## src/rtl/mem_wb_pipe_reg_if.sv

```systemverilog
// MEM/WB stage handshake bundle: upstream entry, flush, and write-back side.
// The master drives entries and out_ready; the slave is the pipeline register.
interface mem_wb_pipe_reg_if #(
    parameter int DATA_W = 32,
    parameter int REG_W  = 5,
    parameter int CNT_W  = 16
);
    logic              in_valid;
    logic              in_ready;
    logic              regwrite_in;
    logic              memtoreg_in;
    logic [DATA_W-1:0] memres_in;
    logic [DATA_W-1:0] alures_in;
    logic [REG_W-1:0]  writeregister_in;
    logic              flush;
    logic              out_valid;
    logic              out_ready;
    logic              regwrite_out;
    logic              memtoreg_out;
    logic [DATA_W-1:0] memres_out;
    logic [DATA_W-1:0] alures_out;
    logic [REG_W-1:0]  writeregister_out;
    logic [DATA_W-1:0] wb_data_out;
    logic [CNT_W-1:0]  bubble_count;

    modport master (
        output in_valid, regwrite_in, memtoreg_in,
        output memres_in, alures_in, writeregister_in,
        output flush, out_ready,
        input  in_ready, out_valid, regwrite_out, memtoreg_out,
        input  memres_out, alures_out, writeregister_out,
        input  wb_data_out, bubble_count
    );

    modport slave (
        input  in_valid, regwrite_in, memtoreg_in,
        input  memres_in, alures_in, writeregister_in,
        input  flush, out_ready,
        output in_ready, out_valid, regwrite_out, memtoreg_out,
        output memres_out, alures_out, writeregister_out,
        output wb_data_out, bubble_count
    );
endinterface

```

## src/rtl/mem_wb_pipe_reg.sv

```systemverilog
// MEM/WB pipeline register: main slot + skid slot with ready/valid handshake,
// flush squashing and a saturating count of bubble cycles.
module mem_wb_pipe_reg #(
    parameter int DATA_W = 32,
    parameter int REG_W  = 5,
    parameter int CNT_W  = 16
) (
    input  logic             clk,
    input  logic             rst_n,
    mem_wb_pipe_reg_if.slave bus
);
    typedef struct packed {
        logic              rw;
        logic              mtr;
        logic [DATA_W-1:0] mem;
        logic [DATA_W-1:0] alu;
        logic [REG_W-1:0]  wr;
    } entry_t;

    entry_t           main_q, main_d;
    entry_t           skid_q, skid_d;
    entry_t           in_e;
    logic             main_vld_q, main_vld_d;
    logic             skid_vld_q, skid_vld_d;
    logic [CNT_W-1:0] bub_q, bub_d;
    logic             push;
    logic             pop;

    always_comb begin
        in_e.rw  = bus.regwrite_in;
        in_e.mtr = bus.memtoreg_in;
        in_e.mem = bus.memres_in;
        in_e.alu = bus.alures_in;
        in_e.wr  = bus.writeregister_in;
    end

    assign push = bus.in_valid && !skid_vld_q;
    assign pop  = main_vld_q && bus.out_ready;

    always_comb begin
        main_d     = main_q;
        skid_d     = skid_q;
        main_vld_d = main_vld_q;
        skid_vld_d = skid_vld_q;
        if (bus.flush) begin
            main_vld_d = 1'b0;
            skid_vld_d = 1'b0;
        end else if (!main_vld_q) begin
            if (push) begin
                main_d     = in_e;
                main_vld_d = 1'b1;
            end
        end else if (pop) begin
            // skid can only be full when in_ready was low, so no push here
            if (skid_vld_q) begin
                main_d     = skid_q;
                skid_vld_d = 1'b0;
            end else if (push) begin
                main_d = in_e;
            end else begin
                main_vld_d = 1'b0;
            end
        end else if (push) begin
            skid_d     = in_e;
            skid_vld_d = 1'b1;
        end
    end

    always_comb begin
        bub_d = bub_q;
        if (!main_vld_q && (bub_q != {CNT_W{1'b1}})) begin
            bub_d = bub_q + 1'b1;
        end
    end

    always_ff @(posedge clk or negedge rst_n) begin
        if (!rst_n) begin
            main_q     <= '0;
            skid_q     <= '0;
            main_vld_q <= 1'b0;
            skid_vld_q <= 1'b0;
            bub_q      <= '0;
        end else begin
            main_q     <= main_d;
            skid_q     <= skid_d;
            main_vld_q <= main_vld_d;
            skid_vld_q <= skid_vld_d;
            bub_q      <= bub_d;
        end
    end

    assign bus.in_ready          = !skid_vld_q;
    assign bus.out_valid         = main_vld_q;
    assign bus.regwrite_out      = main_q.rw && main_vld_q;
    assign bus.memtoreg_out      = main_q.mtr;
    assign bus.memres_out        = main_q.mem;
    assign bus.alures_out        = main_q.alu;
    assign bus.writeregister_out = main_q.wr;
    assign bus.wb_data_out       = main_q.mtr ? main_q.mem : main_q.alu;
    assign bus.bubble_count      = bub_q;
endmodule

```

## src/flat_wrapper.sv

```systemverilog
// flat-port wrapper written by rule: the top's interface ports become plain ports
module mem_wb_pipe_reg_flat 
#(
    parameter int DATA_W = 32,
    parameter int REG_W  = 5,
    parameter int CNT_W  = 16
)
  (clk, rst_n, bus_in_valid, bus_regwrite_in, bus_memtoreg_in, bus_memres_in, bus_alures_in, bus_writeregister_in, bus_flush, bus_out_ready, bus_in_ready, bus_out_valid, bus_regwrite_out, bus_memtoreg_out, bus_memres_out, bus_alures_out, bus_writeregister_out, bus_wb_data_out, bus_bubble_count);
  mem_wb_pipe_reg_if #(.DATA_W(DATA_W), .REG_W(REG_W), .CNT_W(CNT_W)) bus_i ();
  input  logic clk;
  input  logic rst_n;
  input wire logic [$bits(bus_i.in_valid)-1:0] bus_in_valid;
  input wire logic [$bits(bus_i.regwrite_in)-1:0] bus_regwrite_in;
  input wire logic [$bits(bus_i.memtoreg_in)-1:0] bus_memtoreg_in;
  input wire logic [$bits(bus_i.memres_in)-1:0] bus_memres_in;
  input wire logic [$bits(bus_i.alures_in)-1:0] bus_alures_in;
  input wire logic [$bits(bus_i.writeregister_in)-1:0] bus_writeregister_in;
  input wire logic [$bits(bus_i.flush)-1:0] bus_flush;
  input wire logic [$bits(bus_i.out_ready)-1:0] bus_out_ready;
  output wire logic [$bits(bus_i.in_ready)-1:0] bus_in_ready;
  output wire logic [$bits(bus_i.out_valid)-1:0] bus_out_valid;
  output wire logic [$bits(bus_i.regwrite_out)-1:0] bus_regwrite_out;
  output wire logic [$bits(bus_i.memtoreg_out)-1:0] bus_memtoreg_out;
  output wire logic [$bits(bus_i.memres_out)-1:0] bus_memres_out;
  output wire logic [$bits(bus_i.alures_out)-1:0] bus_alures_out;
  output wire logic [$bits(bus_i.writeregister_out)-1:0] bus_writeregister_out;
  output wire logic [$bits(bus_i.wb_data_out)-1:0] bus_wb_data_out;
  output wire logic [$bits(bus_i.bubble_count)-1:0] bus_bubble_count;
  assign bus_i.in_valid = bus_in_valid;
  assign bus_i.regwrite_in = bus_regwrite_in;
  assign bus_i.memtoreg_in = bus_memtoreg_in;
  assign bus_i.memres_in = bus_memres_in;
  assign bus_i.alures_in = bus_alures_in;
  assign bus_i.writeregister_in = bus_writeregister_in;
  assign bus_i.flush = bus_flush;
  assign bus_i.out_ready = bus_out_ready;
  assign bus_in_ready = bus_i.in_ready;
  assign bus_out_valid = bus_i.out_valid;
  assign bus_regwrite_out = bus_i.regwrite_out;
  assign bus_memtoreg_out = bus_i.memtoreg_out;
  assign bus_memres_out = bus_i.memres_out;
  assign bus_alures_out = bus_i.alures_out;
  assign bus_writeregister_out = bus_i.writeregister_out;
  assign bus_wb_data_out = bus_i.wb_data_out;
  assign bus_bubble_count = bus_i.bubble_count;
  mem_wb_pipe_reg #(.DATA_W(DATA_W), .REG_W(REG_W), .CNT_W(CNT_W)) u_core (.clk(clk), .rst_n(rst_n), .bus(bus_i));
endmodule
```

## config.mk

```make
export PLATFORM = sky130hd
export DESIGN_NAME = mem_wb_pipe_reg_flat
export DESIGN_NICKNAME = d
export VERILOG_FILES = /design/src/rtl/mem_wb_pipe_reg_if.sv /design/src/rtl/mem_wb_pipe_reg.sv /design/src/flat_wrapper.sv
export SDC_FILE = /design/constraint.sdc
export NUM_CORES = 1
export LEC_CHECK = 0
export CORE_UTILIZATION = 49
export DETAILED_ROUTE_END_ITERATION = 7
export PLACE_DENSITY = 0.81
export SETUP_SLACK_MARGIN = 0.5
export SYNTH_ARGS = -nofsm -noshare
export SYNTH_HDL_FRONTEND = slang
export SYNTH_SLANG_ARGS = --single-unit
```

## constraint.sdc

```tcl
create_clock -name clk -period 2.29 [get_ports clk]
set_input_delay 0.458 -clock clk [delete_from_list [all_inputs] [get_ports clk]]
set_output_delay 0.458 -clock clk [all_outputs]
set_load 0.005 [all_outputs]
```

==> flow_summary.toml <==
[yosys]
ys_seq_area_frac = 0.543
synth_area_leaders = "dfrtp_1 54%, mux2_2 15%, a2bb2oi_1 8.4%, buf_4 7.0%, o22ai_1 6.0%"
syn_inst = 579
postSynthAreaPerCell_um2 = 12.7
ys_seq_elements = 160
async_flop_share = 1.00
yosysTopAreaCellShare = 0.543
synth_nets = 656
synth_top_area_cell = "dfrtp_1"
syn_area_mm2 = 0.00738
synth_flop_cell = "dfrtp_1"
synth_cell_type_count = 37
synth_enable_flop_cells = 0
yosysWarningCount = 0

[die]
fp-row-count = 44
die_h_um = 125
ios = 197
core_area_mm2 = 0.0146
die-area_mm2 = 0.0156
start_util = 0.506
die_x_um = 125

[route]
dr.max_layer_used = "met4"
vias = 5891
dr_wl_met3_mm = 1.18
firstDrtPassIters = 4
via_per_inst = 5.97
drt_iter0_drc = 400
wl_met2_mm = 11.3
drt_wl_total_mm = 22.4
met1_length_mm = 9.28
remaining_drc_errors = 0
wl_per_cell_um = 22.8
ant_nets = 0

[clocking]
cts_tree = "yes"
htree_levels = 4
insertion_delay_ns = 0.42
clock_tree.buffer_depth = 2
cts_root_buf = "clkbuf_16"
numClockSinks = 160
clkTransAtPathRegs_ns = 0.06
hold_buffers = 0
cts_made_buffers = 17

[timing]
tns_ns = 0
hold_ws_ns = -0.00259
slew_headroom = 0.633
report.final.slew_viol_count = 0
worst_pin_slew_ns = 0.550
post-route-period-util = 0.963
timing.fmax_mhz = 453
setup-violations-final = 0
rsz0062_at_grt = "true"
finalHoldViolCount = 3
period_needed_ns = 2.21
clock_skew_ns = 0.00885

[global_route]
grt_start_max_net_pins = 74
grt_pass1_vias = 5820
grt_first_pass_wirelength_mm = 33.0
overflow = 0
antenna_found_initial = 0
grt_use_total = 0.273

[cells_and_area]
syn2layout_area_growth_pct = 48.0
mostFrequentLayoutCells = "153 x dfrtp_1, 104 x clkdlybuf4s50_1, 95 x mux2_2"
antenna_cells = 0
layout_commonest_cell = "dfrtp_1"
nNetsFinal = 868
layout-drive-gt1-share = 0.400

[power_and_ir_drop]
vdd_drop_max_mv = 0.642
p_leak_nw = 4.82
powerDensity_mw_per_mm2 = 906

[setup_path]
end_kind = "output pin"
ff2ff_path_depth = 9
cpPeakStageDelay_ns = 0.41
crit_slowest_cell = "dfrtp_2"
crit_arrival_ns = 1.75
path_cells = "buf_6 > buf_6 > buf_6 > buf_16 > mux2_4 > buf_6"
path_class = "register to output pin"
cp_max_fo = 8
cp_data_required_time_ns = 1.83
cp-start-kind = "register"
crit_top_cell = "buf_6"
ff2ff_setup_slack_ns = 0.50

[outcome]
violations = "hold timing"
status = "finished with violations"

[place]
gp_congestion = 0.879
port_buffers = 196
dp_hpwl_mm = 11.8

[worst_hold_path]
hold_path_class = "input port to async pin"

[run]
drv_cap = 0
-- final cells by class --
type                       instances  area, um2
tap                              184        230
clock buffer                      24        502
fill                             872       3660
sequential                       160       4010
inverter                           2       7.51
clock inverter                     6       80.1
multi-input combinational        307       2970
timing repair buffer             303       3130
-- critical path: cells and delay by family, from the launching register on --
kind,cells,cell delay (ns)
buffers and inverters,5,0.60
flip-flops,1,0.41
multiplexers,1,0.31
-- through the flow --
step           power (mW)  setup slack (ns)  instance area, um2  cells   util
2_1_floorplan        5.33             0.553                7390    579      -
3_3_place_gp         6.38             0.139                9140    868  0.626
3_5_place_dp         6.51             0.109                9140    868  0.626
4_1_cts              9.59            0.0683               10200    952  0.702
5_1_grt              10.3            0.0463               10900    986  0.749
6_report             9.90            0.0849               10900    986  0.749
-- report_power, final --
group	leakage, nW	total [mW]	switching, mW	internal, mW
sequential	1.88	3.95	0.460	3.49
combinational	2.65	3.13	1.13	2.00
clock	0.292	2.82	1.09	1.73
-- synthesized netlist by cell type (5+ instances only) --
cell       number
xnor2_1         8
clkbuf_1       24
a2bb2oi_1      71
o22ai_1        71
dfrtp_1       160
nand3_1         5
mux2_1          6
nand2_1         6
buf_4          69
buf_2          16
nand4_1         7
mux2_2        100
-- sequential cells by signal, indices dropped and copies added, names as in the netlist --
| name | cells |
|---|---|
| u_core.bus.alures_out | 32 |
| u_core.bus.bubble_count | 16 |
| u_core.bus.memres_out | 32 |
| u_core.bus.memtoreg_out | 1 |
| u_core.bus.out_valid | 1 |
| u_core.bus.writeregister_out | 5 |
| u_core.main_q | 1 |
| u_core.skid_q | 71 |
| u_core.skid_vld_q | 1 |
-- path summary, 6_finish.rpt --
path                                         start                          to
setup / recovery           u_core.bus.memtoreg_out         bus_wb_data_out[28]
hold / removal                               rst_n  u_core.bus.bubble_count[1]
setup reg to reg              u_core.bus.out_valid    u_core.bus.alures_out[3]
hold reg to reg                  u_core.skid_q[45]           u_core.skid_q[45]
max in group asynchronous                    rst_n  u_core.bus.bubble_count[2]
min in group clk                 u_core.skid_q[45]           u_core.skid_q[45]
-- logic make-up after synthesis --
kind of cell	synth area share
XOR/XNOR	0.0107
AND/OR/NAND/NOR	0.0281
adder cells (fa/ha/maj)	0.00170
multiplexers	0.163
buffers and inverters	0.0948
flip-flops	0.543
AO/OA/AOI/OAI	0.159
-- metal layers --
metal,vias to the layer above,global-route usage
met2,246,0.434
met4,0,0.132
li1,2553,-
met5,-,0
met1,3046,0.362
met3,46,0.0490
-- what timing repair did --
item	in CTS	in global routing
cloned	8	5
endpoints found under the setup margin	170	148
resized for setup	186	85
endpoints found under the hold margin	0	0
pin swaps	1	8
buffers inserted	46	29
(Power assumes the default switching activity.)
